File: src/rtl/display_pkg.sv
// Shared constants and scan-state encoding
// for the multiplexed 7-segment scan driver.
package display_pkg;

  localparam int MAX_DIGITS = 8;
  localparam logic [MAX_DIGITS-1:0] ANODE_OFF = '1;
  localparam int IDX_W = $clog2(MAX_DIGITS);

  typedef enum logic {
    ST_GUARD = 1'b0,
    ST_ON    = 1'b1
  } scan_st_t;

  function automatic int idx_w(input int n);
    return (n > 1) ? $clog2(n) : 1;
  endfunction

endpackage

File: src/rtl/display_scan_prescaler.sv
// Slot prescaler: counts 0..SCAN_DIV-1 and
// flags slot start, guard end and terminal count.
module scan_prescaler
  import display_pkg::*;
#(
  parameter int SCAN_DIV = 50000,
  parameter int GUARD    = 4
) (
  input  logic clk,
  input  logic rst,
  output logic o_first,
  output logic o_guard_end,
  output logic o_tc
);

  localparam int CW = $clog2(SCAN_DIV);

  logic [CW-1:0] r_cnt;

  assign o_first     = (r_cnt == '0);
  assign o_guard_end = (r_cnt == CW'(GUARD - 1));
  assign o_tc        = (r_cnt == CW'(SCAN_DIV - 1));

  always_ff @(posedge clk) begin
    if (rst) begin
      r_cnt <= '0;
    end else if (o_tc) begin
      r_cnt <= '0;
    end else begin
      r_cnt <= r_cnt + 1'b1;
    end
  end

endmodule

File: src/rtl/display_scan_driver.sv
// Time-multiplexed hex scan driver with guard band,
// frame-synchronous value commit and zero blanking.
module display_scan_driver
  import display_pkg::*;
#(
  parameter  int NUM_DIGITS = 8,
  parameter  int SCAN_DIV   = 50000,
  parameter  int GUARD      = 4,
  localparam int DATA_W     = 4 * NUM_DIGITS,
  localparam int IW         = idx_w(NUM_DIGITS)
) (
  input  logic                  clk,
  input  logic                  rst,
  input  logic                  Load,
  input  logic [DATA_W-1:0]     Data_In,
  input  logic                  Blank_Lz,
  output logic [3:0]            Digit_Nibble,
  output logic [NUM_DIGITS-1:0] Anode_N,
  output logic [IW-1:0]         Digit_Idx,
  output logic                  Pending,
  output logic                  Frame_Done
);

  localparam logic [IW-1:0] LAST = IW'(NUM_DIGITS - 1);
  localparam logic [NUM_DIGITS-1:0] OFF =
    ANODE_OFF[NUM_DIGITS-1:0];

  logic w_first;
  logic w_ge;
  logic w_tc;

  scan_prescaler #(
    .SCAN_DIV (SCAN_DIV),
    .GUARD    (GUARD)
  ) u_pre (
    .clk         (clk),
    .rst         (rst),
    .o_first     (w_first),
    .o_guard_end (w_ge),
    .o_tc        (w_tc)
  );

  scan_st_t              r_state;
  logic [IW-1:0]         r_idx;
  logic [3:0]            r_nib;
  logic [NUM_DIGITS-1:0] r_an;
  logic                  r_pend;
  logic                  r_fd;
  logic                  r_blank;
  logic [DATA_W-1:0]     r_shadow;
  logic [DATA_W-1:0]     r_disp;

  logic                  w_wrap;
  logic [IW-1:0]         w_idx_nxt;
  logic [DATA_W-1:0]     w_disp_nxt;
  logic [NUM_DIGITS-1:0] w_lz;
  logic                  v_z;
  logic                  w_blank_calc;
  logic                  w_blank;

  assign w_wrap    = w_tc && (r_idx == LAST);
  assign w_idx_nxt = (r_idx == LAST) ? '0 : r_idx + 1'b1;

  // A load on the wrap cycle bypasses the shadow.
  always_comb begin
    w_disp_nxt = r_disp;
    if (w_wrap) begin
      if (Load) begin
        w_disp_nxt = Data_In;
      end else if (r_pend) begin
        w_disp_nxt = r_shadow;
      end
    end
  end

  // w_lz[i]: nibbles i..top of the display are all zero
  always_comb begin
    w_lz = '0;
    v_z  = 1'b1;
    for (int i = NUM_DIGITS - 1; i >= 0; i--) begin
      v_z     = v_z && (r_disp[4*i +: 4] == 4'h0);
      w_lz[i] = v_z;
    end
  end

  assign w_blank_calc = Blank_Lz && (r_idx != '0)
                        && w_lz[r_idx];
  assign w_blank = w_first ? w_blank_calc : r_blank;

  always_ff @(posedge clk) begin
    if (rst) begin
      r_state  <= ST_GUARD;
      r_idx    <= '0;
      r_nib    <= 4'h0;
      r_an     <= OFF;
      r_pend   <= 1'b0;
      r_fd     <= 1'b0;
      r_blank  <= 1'b0;
      r_shadow <= '0;
      r_disp   <= '0;
    end else begin
      r_fd <= w_wrap;
      if (w_first) begin
        r_blank <= w_blank_calc;
      end
      if (w_wrap) begin
        r_disp <= w_disp_nxt;
        r_pend <= 1'b0;
      end else if (Load) begin
        r_shadow <= Data_In;
        r_pend   <= 1'b1;
      end
      if (w_tc) begin
        r_state <= ST_GUARD;
        r_an    <= OFF;
        r_idx   <= w_idx_nxt;
        r_nib   <= w_disp_nxt[{w_idx_nxt, 2'b00} +: 4];
      end else begin
        unique case (r_state)
          ST_GUARD: begin
            if (w_ge) begin
              r_state <= ST_ON;
              r_an    <= w_blank ? OFF :
                         ~(NUM_DIGITS'(1) << r_idx);
            end
          end
          ST_ON: begin
            r_state <= ST_ON;
          end
          default: begin
            r_state <= ST_GUARD;
          end
        endcase
      end
    end
  end

  assign Digit_Nibble = r_nib;
  assign Anode_N      = r_an;
  assign Digit_Idx    = r_idx;
  assign Pending      = r_pend;
  assign Frame_Done   = r_fd;

endmodule
File: config.mk
export PLATFORM = sky130hd
export DESIGN_NAME = display_scan_driver
export DESIGN_NICKNAME = d
export VERILOG_FILES = /design/src/rtl/display_pkg.sv /design/src/rtl/display_scan_prescaler.sv /design/src/rtl/display_scan_driver.sv
export SDC_FILE = /design/constraint.sdc
export NUM_CORES = 1
export LEC_CHECK = 0
export BUFFER_PORTS_ARGS = -buffer_cell sky130_fd_sc_hd__buf_2
export CAP_MARGIN = 15
export CORE_ASPECT_RATIO = 0.6
export CORE_UTILIZATION = 45
export CTS_CLUSTER_DIAMETER = 60
export DETAILED_ROUTE_END_ITERATION = 7
export SYNTH_ARGS = -nofsm -noshare
export SYNTH_HDL_FRONTEND = slang
export SYNTH_SLANG_ARGS = --single-unit
File: constraint.sdc
create_clock -name clk -period 4.32 [get_ports clk]
set_input_delay 0.864 -clock clk [delete_from_list [all_inputs] [get_ports clk]]
set_output_delay 0.864 -clock clk [all_outputs]
set_load 0.02 [all_outputs]
Word-level counts from Yosys, hierarchy flattened
Index checks and enable logic that the tools add are counted.
{"block": "word_totals", "register_bits": 99, "latch_bits": 0, "mem_bits_rw": 0, "rom_bits": 0, "n_memories": 0}
{"block": "classes", "addsub": 2, "mul": 0, "n_div": 0, "n_lt_le_gt_ge": 1, "n_eq_ne": 3, "shift": 2, "muxes": 10, "n_bitwise": 3, "reduce_logical": 24}
{"operator": "2-to-1 mux 32 bit", "count": 3}
{"operator": "zero test 4 bit", "count": 8}
{"operator": "variable part select 32 x 6 -> 4 bit", "count": 1}
{"operator": "adder 16 x 1 -> 16 bit (second input constant)", "count": 1}
{"operator": "== test 16 bit (second input constant)", "count": 1}
{"operator": "== test 16 x 2 -> 1 bit (second input constant)", "count": 1}
{"operator": "zero test 16 bit", "count": 1}
{"operator": "logical AND 1 bit", "count": 10}
{"operator": "2-to-1 mux 8 bit", "count": 1}
{"operator": "inverter 8 bit", "count": 1}
{"operator": "<< shifter 1 x 3 -> 8 bit (first input constant)", "count": 1}
{"operator": "less-than comparator 3 x 4 -> 1 bit (second input constant)", "count": 1}
{"operator": "AND reduction 2 bit", "count": 2}
{"operator": "OR reduction 2 bit", "count": 2}
{"operator": "adder 3 x 1 -> 3 bit (second input constant)", "count": 1}
{"operator": "binary-select mux 1 bit (select 3 bit)", "count": 1}
{"operator": "== test 3 bit (second input constant)", "count": 1}
{"operator": "2-to-1 mux 1 bit", "count": 3}
{"operator": "2-to-1 mux 3 bit", "count": 1}
{"operator": "nonzero test 3 bit", "count": 1}
{"operator": "inverter 1 bit", "count": 2}
{"operator": "case mux 1 bit (2 select lines)", "count": 1}

Depth between registers and ports, before layout
{"block": "depth", "word_depth": 13, "mapped_depth": 11, "depth_no_buf": 9}

Hierarchy
Synthesis repeated with hierarchy kept, for this count alone.
{"block": "unflattened", "hier_cells": 616, "area_unflattened_um2": 4785.8}
{"mod": "display_scan_driver", "instances": 1, "cells_per_inst": 521, "area_each_um2": 3977.6, "seq_area_each_um2": 1661.6}
{"mod": "scan_prescaler", "instances": 1, "cells_per_inst": 95, "area_each_um2": 808.3, "seq_area_each_um2": 320.3}

Worst setup path after synthesis
Ideal clock, no wire load.
{"block": "synth_timing", "path_kind": "input port to flip-flop", "from": "input Load", "to": "register r_nib[2] (netlist: Digit_Nibble[2])", "setup_time_ps": 136, "arrival_ps": 2311, "required_ps": 4184, "path_slack_ps": 1873, "stages": 9, "n_path_buf": 2, "path_cell_list": "clkbuf_1 nor2_1 clkbuf_1 and2_1 a41o_1 a221oi_2 o22ai_1 a311oi_1 a31oi_1"}
{"block": "synth_between", "elab_chain_cells": 3}
{"item": "from (decl)", "line_no": "display_scan_driver.sv:14", "rtl": "input logic Load,"}
{"item": "2-to-1 mux 32 bit", "line_no": "display_scan_driver.sv:68", "rtl": "if (Load) begin"}
{"item": "2-to-1 mux 32 bit", "line_no": "display_scan_driver.sv:67", "rtl": "if (w_wrap) begin"}
{"item": "variable part select 32 x 6 -> 4 bit", "line_no": "display_scan_driver.sv:117", "rtl": "r_nib <= w_disp_nxt[{w_idx_nxt, 2'b00} +: 4];"}
{"item": "to (signal assigned)", "line_no": "display_scan_driver.sv:117"}
{"item": "to (decl)", "line_no": "display_scan_driver.sv:45", "rtl": "logic [3:0] r_nib;"}
No other way between the ends.
A chain may end at the register's enable or synchronous reset.

Worst setup path after layout
{"block": "layout_timing", "from": "register r_idx[0] (netlist: Digit_Idx[0])", "to": "register r_nib[2] (netlist: Digit_Nibble[2])"}
{"block": "layout_between", "elab_chain_cells": 4, "word_cells_on_any_way": 6, "classes_between": "add/sub: 1; eq/ne: 1; shift: 1; mux: 2; reduce/logical: 1"}
{"item": "from (decl)", "line_no": "display_scan_driver.sv:44", "rtl": "logic [IW-1:0] r_idx;"}
{"item": "from (signal assigned)", "line_no": "display_scan_driver.sv:116", "rtl": "r_idx <= w_idx_nxt;"}
{"item": "branches (longest 3 deep; another with adder 3 x 1 -> 3 bit)"}
{"item": "variable part select 32 x 6 -> 4 bit (*)", "line_no": "display_scan_driver.sv:117"}
Mark *: on every way between the ends.

==> out/qor.csv <==
metric,value,unit
run status,finished clean,
syn avg cell area,8.33,um^2
area of the core,0.00991,mm^2
synthesis-stage register bit count,99,
# DRC,0,
compound-cell area share of the yosys netlist,22.9,%
TNS Setup,0,ps
Worst-Margin Slew,1030,ps
floorplan row count,28,
async set or reset register ratio after synthesis,0,%
"Setup Fix Bufs, Post-CTS",0,
"Cell Area, Placed",0.00494,mm^2
clock insertion delay at the later pin of the skew report,350,ps
CTS Buf Count,9,
area share of xor/xnor cells in the synthesized design,2.47,%
CTS tree,yes,
hold buffer count at cts,0,
I/O pin count,53,
synthesized netlist net count,598,
routed wire length,12.4,mm
Tmin final,3190,ps
Layout area overhead,13.4,%
Worst EP required,4600,ps
1st-iter DRT viols,396,
Die Y,80.4,um
Netlist Area Pre-Place,0.00461,mm^2
Synth Instances,554,
clock transition at the registers of the reported paths,70,ps
RR Endpoint,Digit_Nibble[2],
Peak VDD IR,0.227,mV
Power per Cell Area,348,mW/mm^2
Setup crit start kind,flip-flop,
Synth Area in Adders,2.17,%
CP endpoint kind,flip-flop,
# resized after CTS,0,
"Period Utilization, post-route",73.9,%
Post-synth EDFFs,0,
Via density,5.76,
fraction of layout cells with a size suffix above 1,15.2,%
largest net degree at the start of global routing,54,
Max Root-Sink Buffers,2,
Setup Viol. Count Final,0,
RR Startpoint,Digit_Idx[0],
chip width,133,um
Setup CP Type,flip-flop to flip-flop,
Synth Flop Type,dfxtp_1,
Max Cap Violations,0,
synth warn,0,
PortBufs,52,
largest family of logic cells by synthesized area,simple AND/OR/NAND/NOR gates,
CTS sink count,99,
LEAKAGE,1.97,nW
detailed placement HPWL,8.78,mm
Worst Skew,6.27,ps
Overall Global Routing Usage,24.4,%
GP Congestion,0.893,
number of global-route vias before repair,3681,
CP Max Fanout,15,
CP arrival,3470,ps
top cell type's share of synthesized area,43.0,%
Final Max Tran Viols,0,
first-pass GRT wire length,20.1,mm
H-tree Lvls,3,
via count of the routed design,4187,
initial antenna violation count,0,
n_diodes,0,
Routed WL per cell,17.1,um
final hold viol count,0,
Worst Setup EP,Digit_Nibble[2],
RSZ-0062 raised after global routing,no,
mux contribution to synthesized area,0.868,%
initial core utilization,46.5,%
hold crit path type,flip-flop to flip-flop,
crit path from,Digit_Idx[0],
clk root buf,clkbuf_16,
aggregate global routing overflow,0,
die footprint,0.0107,mm^2
Pre-Repair DR Iteration Count,4,
cell area after layout,0.00523,mm^2
R2R cell count,9,
synth top area cells,"dfxtp_1, nand2_1, nor2_1",
Max Freq,313,MHz
layout net count,631,
final core occ,52.8,%
simple-gate area share of the yosys netlist,24.2,%
sequential element share of the synthesized area,43.0,%
Synth cell types,57,
"reg-to-reg slack, setup",1130,ps
ANT nets after route,0,
Power Total,1.82,mW
leading area contributor after synthesis,dfxtp_1,
relative slew slack,31.6,%
## per-layer routing
metal / vias to the layer above / part of all wire, % / GRT usage, %
li1: 2070 / - / -
met1: 1956 / 55 / 39.5
met2: 151 / 38 / 31.4
met3: 10 / 6.7 / 5.18
met4: 0 / 0.89 / 5.29
met5: - / 0 / 0
## logic make-up after synthesis
| logic type | after synthesis |
|---|---|
| compound gates | 150 |
| simple gates | 232 |
| mux | 4 |
| xor+xnor | 13 |
| flops | 99 |
| buf+inv | 48 |
| fa+ha+maj | 8 |
## stage by stage
| step | cells | hold slack [ps] | setup slack (ps) |
|---|---|---|---|
| floorplan | 554 | 426 | 1870 |
| global placement | 709 | 436 | 1150 |
| detailed placement | 709 | 449 | 1150 |
| CTS | 725 | 458 | 1130 |
| global route | 727 | 471 | 790 |
| finish | 727 | 455 | 1130 |
## area by class of cell
cell class / count / area [um^2]
fill: 937 / 4680
multi-input combinational: 407 / 2440
sequential: 99 / 1980
timing repair buffer: 60 / 320
clock buffer: 11 / 243
tap: 135 / 169
clock inverter: 5 / 37.5
inverter: 10 / 37.5
## flip-flops by register name, summed over array words and instances, names as in the netlist
register,count
r_disp,32
r_shadow,32
u_pre.r_cnt,16
Anode_N,8
Digit_Nibble,4
Digit_Idx,3
Frame_Done,1
Pending,1
r_blank,1
r_state,1
## report_power, final
group / switching, mW / internal, mW
Sequential: 0.0126 / 0.933
Combinational: 0.0737 / 0.0389
Clock: 0.357 / 0.409
Total: 0.443 / 1.38
## worst min path at each step
stage	slack (ps)	from	endpoint	depth (start not counted)
after global placement	440	u_pre.r_cnt[0]	u_pre.r_cnt[0]	1
after floorplan	430	u_pre.r_cnt[0]	u_pre.r_cnt[0]	1
final	460	r_shadow[24]	r_shadow[24]	2
after CTS	460	r_shadow[28]	r_shadow[28]	2
after global routing	470	r_shadow[28]	r_shadow[28]	2
after detailed placement	450	r_shadow[25]	r_shadow[25]	2
## cells in the final DEF, fill, tap and decap left out, types with 5 or more instances in the layout
cell        n
dfxtp_1    99
nand2_1    84
nor2_1     70
buf_2      52
a21oi_1    50
o22ai_1    16
a32o_1     14
o21ai_0    13
and2_1     11
a211oi_1   11
inv_1      10
nand3_1    10
a221oi_1    9
clkbuf_16   9
ha_1        8
and3_1      7
xor2_1      7
nor3_1      7
nor4_1      7
buf_4       7
xnor2_1     6
o211ai_1    6
nor2b_1     5
## synth_stat cells, types with 2 or more instances
cell type and n:
and4_1 4, and3_1 7, o211ai_1 6, a221oi_2 4
nor3b_1 2, o22ai_1 16, a41o_1 2, xnor2_1 6
buf_6 2, nand2b_1 4, nor2_1 71, or3_1 3
ha_1 8, and2_1 11, nor2b_1 5, nand2_1 84
o21ai_0 13, or4_1 2, mux2i_1 4, clkbuf_1 28
dfxtp_1 99, buf_2 6, xor2_1 7, nor4_1 8
a221oi_1 9, inv_1 10, nand3_1 10, a211oi_1 11
a21oi_1 50, or2_2 4, o41ai_1 4, o311ai_1 3
a221o_1 3, a32o_1 14, a211o_1 4, a32oi_1 3
nor3_1 7
## worst max-delay path, stage by stage, from the launching register on
cell	delay (ps)
dfxtp_1	540
ha_1	240
ha_1	470
nand4_1	230
nor4_4	200
and2b_1	470
o21ai_0	180
a2111oi_0	510
a311oi_1	100
a31oi_1	180
No activity file was read; power rests on OpenSTA's default activity.
